===== config.mk =====
export PLATFORM = sky130hd
export DESIGN_NAME = uart_msg_launcher
export DESIGN_NICKNAME = d
export VERILOG_FILES = /design/src/rtl/uart_msg_launcher.sv
export SDC_FILE = /design/constraint.sdc
export NUM_CORES = 2
export LEC_CHECK = 0
export ABC_AREA = 1
export BUFFER_PORTS_ARGS = -buffer_cell sky130_fd_sc_hd__buf_2
export CAP_MARGIN = 20
export CORE_AREA = 5 5 405 407
export CTS_CLUSTER_DIAMETER = 60
export DETAILED_ROUTE_END_ITERATION = 8
export DIE_AREA = 0 0 410 412
export SLEW_MARGIN = 25
export SYNTH_ARGS = -nofsm -noshare
export SYNTH_HDL_FRONTEND = slang
export SYNTH_SLANG_ARGS = --single-unit

===== constraint.sdc =====
create_clock -name CLK -period 4 [get_ports CLK]
set_clock_uncertainty 0.2 [all_clocks]
set_input_delay 0.8 -clock CLK [delete_from_list [all_inputs] [get_ports CLK]]
set_output_delay 0.8 -clock CLK [all_outputs]
set_load 0.01 [all_outputs]

===== src/rtl/uart_msg_launcher.sv =====
// rtl/uart_msg_launcher.sv - serial message launcher: packed byte string to UART frames
//
// Purpose:
//   On an accepted REQ the whole MSG vector is latched. Leading zero bytes
//   (from the top byte down) are skipped one per clock. Each following
//   nonzero byte is then sent on TXD as an asynchronous serial frame:
//   start, DATA_BITS data bits LSB first, optional parity, STOP_BITS stop
//   bits, and GAP_BITS idle bit-times. The first zero byte after the first
//   nonzero byte ends the message, and so does reaching MSG_BYTES characters.
//   Completion is signalled by a one-cycle DONE pulse.
//
// Ports:
//   CLK       in   bit/system clock, rising-edge
//   RESETn    in   asynchronous active-low reset
//   MSG       in   packed message, top byte sent first, sampled on acceptance
//   REQ       in   start request, level-sampled while idle
//   TXD       out  serial output, idle high
//   BUSY      out  high from acceptance until the DONE cycle
//   DONE      out  single-cycle completion pulse
//   TX_COUNT  out  characters sent in the current or last message

module uart_msg_launcher #(
   parameter int MSG_BYTES    = 128,
   parameter int DATA_BITS    = 8,
   parameter int PARITY       = 0,
   parameter int STOP_BITS    = 1,
   parameter int CLKS_PER_BIT = 1,
   parameter int GAP_BITS     = 0
) (
   input  logic                           CLK,
   input  logic                           RESETn,
   input  logic [MSG_BYTES*8-1:0]         MSG,
   input  logic                           REQ,
   output logic                           TXD,
   output logic                           BUSY,
   output logic                           DONE,
   output logic [$clog2(MSG_BYTES+1)-1:0] TX_COUNT
);

   localparam int MSG_W  = MSG_BYTES * 8;
   localparam int CNT_W  = $clog2(MSG_BYTES + 1);
   localparam int TMR_W  = (CLKS_PER_BIT > 1) ? $clog2(CLKS_PER_BIT) : 1;
   localparam int SG_MAX = (STOP_BITS > GAP_BITS) ? STOP_BITS : GAP_BITS;
   localparam int SG_W   = (SG_MAX > 1) ? $clog2(SG_MAX) : 1;
   // Only the low DATA_BITS of a byte take part in the parity calculation.
   localparam logic [7:0] DMASK = 8'((1 << DATA_BITS) - 1);

   typedef enum logic [2:0] {
      S_IDLE,
      S_SCAN,
      S_START,
      S_DATA,
      S_PAR,
      S_STOP,
      S_GAP,
      S_FINISH
   } state_t;

   state_t             state_q, state_d;
   logic [MSG_W-1:0]   sh_q, sh_d;
   logic [CNT_W-1:0]   scan_q, scan_d;
   logic [CNT_W-1:0]   cnt_q, cnt_d;
   logic [TMR_W-1:0]   tmr_q, tmr_d;
   logic [2:0]         bidx_q, bidx_d;
   logic [SG_W-1:0]    sg_q, sg_d;
   logic               txd_q, txd_d;
   logic               busy_q, busy_d;
   logic               done_q, done_d;

   logic [7:0]         top;
   logic [MSG_W-1:0]   sh_shift;
   logic               bit_end;
   logic               par_bit;
   logic               in_frame;
   logic               frame_end;

   assign top      = sh_q[MSG_W-1 -: 8];
   assign sh_shift = sh_q << 8;
   assign bit_end  = (tmr_q == TMR_W'(CLKS_PER_BIT - 1));
   assign par_bit  = (PARITY == 2) ? ~(^(top & DMASK)) : ^(top & DMASK);
   assign in_frame = (state_q == S_START) || (state_q == S_DATA) ||
                     (state_q == S_PAR)   || (state_q == S_STOP) ||
                     (state_q == S_GAP);

   always_ff @(posedge CLK or negedge RESETn) begin
      if (!RESETn) begin
         state_q <= S_IDLE;
         sh_q    <= '0;
         scan_q  <= '0;
         cnt_q   <= '0;
         tmr_q   <= '0;
         bidx_q  <= '0;
         sg_q    <= '0;
         txd_q   <= 1'b1;
         busy_q  <= 1'b0;
         done_q  <= 1'b0;
      end else begin
         state_q <= state_d;
         sh_q    <= sh_d;
         scan_q  <= scan_d;
         cnt_q   <= cnt_d;
         tmr_q   <= tmr_d;
         bidx_q  <= bidx_d;
         sg_q    <= sg_d;
         txd_q   <= txd_d;
         busy_q  <= busy_d;
         done_q  <= done_d;
      end
   end

   always_comb begin
      state_d   = state_q;
      sh_d      = sh_q;
      scan_d    = scan_q;
      cnt_d     = cnt_q;
      tmr_d     = tmr_q;
      bidx_d    = bidx_q;
      sg_d      = sg_q;
      txd_d     = txd_q;
      busy_d    = busy_q;
      done_d    = 1'b0;
      frame_end = 1'b0;

      // The bit timer free-runs inside a frame and wraps at each bit-time
      // boundary, so it is always zero when a new frame starts.
      if (in_frame) begin
         tmr_d = bit_end ? '0 : tmr_q + TMR_W'(1);
      end

      case (state_q)
         S_IDLE: begin
            if (REQ) begin
               sh_d    = MSG;
               busy_d  = 1'b1;
               cnt_d   = '0;
               scan_d  = '0;
               state_d = S_SCAN;
            end
         end

         S_SCAN: begin
            if (scan_q == CNT_W'(MSG_BYTES)) begin
               state_d = S_FINISH;
               busy_d  = 1'b0;
               done_d  = 1'b1;
            end else if (top != 8'h00) begin
               state_d = S_START;
               txd_d   = 1'b0;
            end else begin
               sh_d   = sh_shift;
               scan_d = scan_q + CNT_W'(1);
            end
         end

         S_START: begin
            if (bit_end) begin
               state_d = S_DATA;
               bidx_d  = '0;
               txd_d   = top[0];
            end
         end

         S_DATA: begin
            if (bit_end) begin
               if (bidx_q == 3'(DATA_BITS - 1)) begin
                  if (PARITY != 0) begin
                     state_d = S_PAR;
                     txd_d   = par_bit;
                  end else begin
                     state_d = S_STOP;
                     sg_d    = '0;
                     txd_d   = 1'b1;
                  end
               end else begin
                  bidx_d = bidx_q + 3'd1;
                  txd_d  = top[bidx_q + 3'd1];
               end
            end
         end

         S_PAR: begin
            if (bit_end) begin
               state_d = S_STOP;
               sg_d    = '0;
               txd_d   = 1'b1;
            end
         end

         S_STOP: begin
            if (bit_end) begin
               if (sg_q == SG_W'(STOP_BITS - 1)) begin
                  if (GAP_BITS != 0) begin
                     state_d = S_GAP;
                     sg_d    = '0;
                  end else begin
                     frame_end = 1'b1;
                  end
               end else begin
                  sg_d = sg_q + SG_W'(1);
               end
            end
         end

         S_GAP: begin
            if (bit_end) begin
               if (sg_q == SG_W'(GAP_BITS - 1)) begin
                  frame_end = 1'b1;
               end else begin
                  sg_d = sg_q + SG_W'(1);
               end
            end
         end

         S_FINISH: begin
            state_d = S_IDLE;
         end

         default: begin
            state_d = S_IDLE;
         end
      endcase

      // Frame retired: count it, expose the next byte, and either start the
      // next frame on this very edge (back-to-back) or finish the message.
      if (frame_end) begin
         sh_d = sh_shift;
         if (cnt_q != CNT_W'(MSG_BYTES)) begin
            cnt_d = cnt_q + CNT_W'(1);
         end
         if ((sh_shift[MSG_W-1 -: 8] == 8'h00) || (cnt_d == CNT_W'(MSG_BYTES))) begin
            state_d = S_FINISH;
            busy_d  = 1'b0;
            done_d  = 1'b1;
            txd_d   = 1'b1;
         end else begin
            state_d = S_START;
            txd_d   = 1'b0;
         end
      end
   end

   assign TXD      = txd_q;
   assign BUSY     = busy_q;
   assign DONE     = done_q;
   assign TX_COUNT = cnt_q;

endmodule

## Word-level counts from Yosys, hierarchy flattened

Cells that the tools add are included.

- Input port bits: 1027
- Register bits: 1051

- Muxes and demuxes: 62
- Equal/unequal tests: 30
- Reductions and logical operators: 20
- Magnitude comparators: 1
- $add $sub $neg: 5

Operator list:

| operator | count |
|---|---|
| $mux W1024 | 4 |
| $pmux W1024 S2 | 1 |
| $mux W8 | 8 |
| $mux W3 | 12 |
| $mux W1 | 29 |
| $ne A3 B3 Y1 const B | 7 |
| $ne A2 B2 Y1 const B | 9 |
| $pmux W3 S6 | 1 |
| $add A8 B1 Y8 const B | 2 |
| $eq A8 B8 Y1 const B | 2 |
| $pmux W8 S2 | 1 |
| $eq A3 B3 Y1 const B | 5 |
| $reduce_and A4 Y1 | 3 |
| $reduce_and A6 Y1 | 2 |
| $logic_not A8 Y1 | 1 |
| $ne A8 B8 Y1 const B | 1 |
| $pmux W1 S4 | 2 |
| $reduce_bool A8 Y1 | 1 |
| $reduce_and A7 Y1 | 1 |
| $reduce_bool A7 Y1 | 1 |
| $eq A3 B2 Y1 const B | 2 |
| $pmux W3 S2 | 1 |
| $logic_or A1 B1 Y1 | 5 |
| $reduce_bool A5 Y1 | 1 |
| other kinds (13) | 16 |

## Depth between registers and ports, before layout

- Depth after elaboration: 8
- Gate-level depth with buffers: 15

## Worst setup path before layout

OpenSTA, ideal clock, no wires.

- Path kind: input port to flip-flop
- Start point: input REQ
- End point: register sh_q[251]
- Arrival: 2357 ps
- Stages: 12
- Setup time: 141 ps
- Path slack: 1302 ps
- Cells stage by stage: clkbuf_1 or2_1 nand2_2 a21oi_4 nor2_8 buf_6 buf_6 buf_12 buf_12 buf_6 nand2_2 o21ai_2

- Cells in the longest elaborated chain, start to end: 2

Ends and longest elaborated chain:

| what | RTL line | RTL |
|---|---|---|
| from (decl) | 33 | `input logic REQ,` |
| $ne A3 B3 Y1 (no line) | -- |  |
| $reduce_and A4 Y1 (no line) | -- |  |
| to (signal assigned) | 88 | `sh_q <= '0;` |
| to (signal assigned) | 99 | `sh_q <= sh_d;` |
| to (decl) | 60 | `logic [MSG_W-1:0] sh_q, sh_d;` |

No other way between the ends.
A chain may end at the register's enable or synchronous reset.

## Worst setup path in the final report

- Start point: register state_q[2]
- End point: register sh_q[217]

- Cells in the longest elaborated chain, start to end: 4

Ends and longest elaborated chain:

| what | RTL line | RTL |
|---|---|---|
| from (decl) | 59 | `state_t state_q, state_d;` |
| from (signal assigned) | 98 | `state_q <= state_d;` |
| $eq A3 B3 Y1 | 130 | `case (state_q)` |
| $pmux W1 S2 | 130 |  |
| $ne A3 B3 Y1 (no line) or $reduce_bool A3 Y1 (tied branches) | -- |  |
| $reduce_and A4 Y1 (no line) | -- |  |

Several ways; a longest one is shown, not always the timed one.

==> results by group <==
GRT
  • First-pass GRT wire length: 238000 µm
  • Gr ovfl total: 0
  • GRT Resource Usage Total: 0.186
  • Initial antenna violation count: 151
  • Vias in the first global route: 37.4k
  • Largest net degree at the start of global routing: 186

Yosys
  • Number of library cell types mapped by synthesis: 35
  • Mapped cell area: 49100 µm²
  • Post-synthesis register bit count: 1050
  • Post-synth EDFFs: 0
  • Top-area cell type share of the netlist area: 0.534
  • Mux share of post-synthesis cell area: 0.207
  • Post-Synth XOR/XNOR Area: 0.000892
  • Syn Inst Count: 4694
  • Area leader, netlist: dfrtp_1
  • Compound-Gate Fraction of Synth Area: 0.112
  • Top cells by area, synth: dfrtp_1, mux2i_1, o21ai_1
  • Register area share after synthesis: 0.535
  • Simple-gate area share of the yosys netlist: 0.0974
  • Post-Synth Adder-Cell Area: 0.00153
  • FFs w/ async S/R, synth: 1.00
  • Ys Warns: 0
  • Syn Area/Cell: 10.5 µm²
  • Largest family of logic cells by synthesized area: multiplexers
  • Most used DFF post-synth: dfrtp_1
  • Post-synthesis net count: 5727

Final layout
  • Commonest non-fill, non-tap cells in the layout: dfrtp_1, nand2_1, buf_2, mux2i_1, o21ai_1
  • FILL cells: 15.9k
  • Finished Layout Cells: 7917
  • Multi-input logic area: 20600 µm²
  • Commonest non-fill, non-tap cell in the layout: dfrtp_1
  • Area grow syn2layout: 23.5%
  • Reg area: 26300 µm²
  • Fraction of layout cells with a size suffix above 1: 0.260
  • Final nets: 6674

Worst setup path
  • CP Launch Type: flip-flop
  • WS Path Type: flip-flop to flip-flop
  • Crit path DAT: 3670 ps
  • Required time of the critical path: 4420 ps
  • Delay-heaviest family, CP: buffers and inverters
  • Critical Path, Cell by Cell: nand3_1 > nand2_1 > and2_1 > nor2_8 > buf_12 > buf_12 > buf_4 > mux2i_1 > buf_4 > o21ai_1
  • CP peak stage delay: 500 ps
  • Crit-path slowest cell: dfrtp_1
  • CP bufs+invs: 4
  • CP max FO: 28
  • Critical path endpoint category: flip-flop

Clock network
  • CTS Buf Count: 130
  • CTS tree: built
  • H-tree depth: 4
  • # Post-CTS Setup Buffers: 0
  • CTS clock-pin slew for the worst setup and hold paths: 60 ps
  • Worst-Skew Late Latency: 750 ps
  • CTS root buf: clkbuf_16
  • Clock Sinks: 1050
  • Longest Clk Path Bufs: 3

Placement
  • Post-Place Setup Slack: 783 ps
  • I/O Buffers: 1037
  • Final RePlAce weighted congestion: 0.949
  • Cells after DPL: 7593
  • HPWL after detailed placement: 124000 µm

STA
  • Worst hold margin: 75.4 ps
  • Crit share post-route: 0.815
  • TNS Setup: 0 ps
  • Worst Max-Slew Pin Slew: 1010 ps
  • Max-slew violations: 0
  • Final setup vio count: 0
  • Slew HR: 0.324
  • Final setup margin: 741 ps
  • RSZ-0062 raised after global routing: false
  • FMAX: 307 MHz
  • Hold Violations, Final: 0
  • Tmin final: 3260 ps

Routing
  • Total Wirelength: 164000 µm
  • Vias per Instance: 4.77
  • Post-route ant nets: 0
  • WL per Instance: 20.7 µm
  • Drt first pass iters: 9
  • Vias after detailed routing: 37.8k
  • Initial drt markers: 3454
  • DRC Markers: 0

Min path
  • Worst hold-check path type: input pin to flip-flop

Run status
  • Status: finished, final reports clean

Flow run
  • Max_cap viols: 0

Pwr
  • Pwr dens: 981 nW/µm²
  • Tot Pwr: 59.5 mW
  • LEAKAGE: 31.4 nW
  • Peak VDD IR: 0.615 mV

Floorplan
  • Die height: 412 µm
  • Area of the core: 160000 µm²
  • Rows: 147
  • Starting Density: 0.307
  • IO Count: 1038
  • Die Span X: 410 µm
  • Die area: 169000 µm²
-- final timing paths --
path / from / to / slack, ps / cells past startpoint
setup / recovery: state_q[2] / sh_q[217] / 740 / 10
hold / removal: MSG[2] / sh_q[2] / 80 / 3
setup reg to reg: state_q[2] / sh_q[217] / 740 / 10
hold reg to reg: sh_q[7] / sh_q[7] / 270 / 2
max in group asynchronous: RESETn / sh_q[105] / 1920 / 3
min in group asynchronous: RESETn / sh_q[904] / 530 / 2
-- power by group --
group,leakage [nW],switching (mW),internal (mW),total (mW)
clock network,2.08,4.88,6.88,11.8
registers,13.1,3.30,16.1,19.4
logic,16.2,16.8,11.5,28.3
-- cell usage after synthesis (all sizes together) (5+ instances only) --
cell	instances
a21oi	6
buf	228
clkbuf	118
dfrtp	1049
ha	6
inv	32
mux2i	1016
nand2	1101
nand3	39
nand4	6
nor2	31
nor3	7
o21ai	1035
xor2	5
-- registers in the layout (all words and copies together) (netlist names) --
name / flops
state_q: 3
BUSY: 1
sg_q: 1
TX_COUNT: 8
scan_q: 8
TXD: 1
sh_q: 1024
bidx_q: 3
DONE: 1
-- final cells by class --
type                    instances  share of cell area
clock buffers                 186              0.0612
inverters                      32             0.00198
clock inverters                45             0.00934
multi-input cells            3266               0.339
diodes                         91             0.00375
well taps                    2086              0.0430
flip-flops and latches       1050               0.433
repair buffers               1161               0.109
-- stage by stage --
| step | utilization | area, µm² |
|---|---|---|
| 2_1_floorplan | - | 49100 |
| 3_3_place_gp | 0.351 | 56100 |
| 3_5_place_dp | 0.351 | 56100 |
| 4_1_cts | 0.378 | 60400 |
| 5_1_grt | 0.379 | 60600 |
| 6_report | 0.380 | 60700 |
-- worst min-delay path, delay by kind of cell --
kind	cells	cell delay (ps)
buf+inv	1	80
simple gates	2	130
-- kinds of logic (layout without fill, tap and decap cells) --
group,after synthesis,after routing
other,0,91
XOR/XNOR,5,5
flip-flops,1050,1050
adder cells (fa/ha/maj),6,6
AO/OA/AOI/OAI,1047,1047
multiplexers,1016,1016
buffers and inverters,378,1424
AND/OR/NAND/NOR,1192,1192
-- metal layers --
metal | share of wire | track usage | routed length [µm]
met3 | 0.068 | 0.0498 | 11200
met4 | 0.039 | 0.0823 | 6360
met1 | 0.43 | 0.241 | 70100
met2 | 0.46 | 0.294 | 76100
met5 | 0.0020 | 0 | 333
-- timing repair --
item | in CTS | in global routing
hold buffers | 2 | 0
setup endpoints to repair | 0 | 0
endpoints found under the hold margin | 52 | 0
gates resized for setup | 0 | 0
Power figures use the tool's default switching activity.
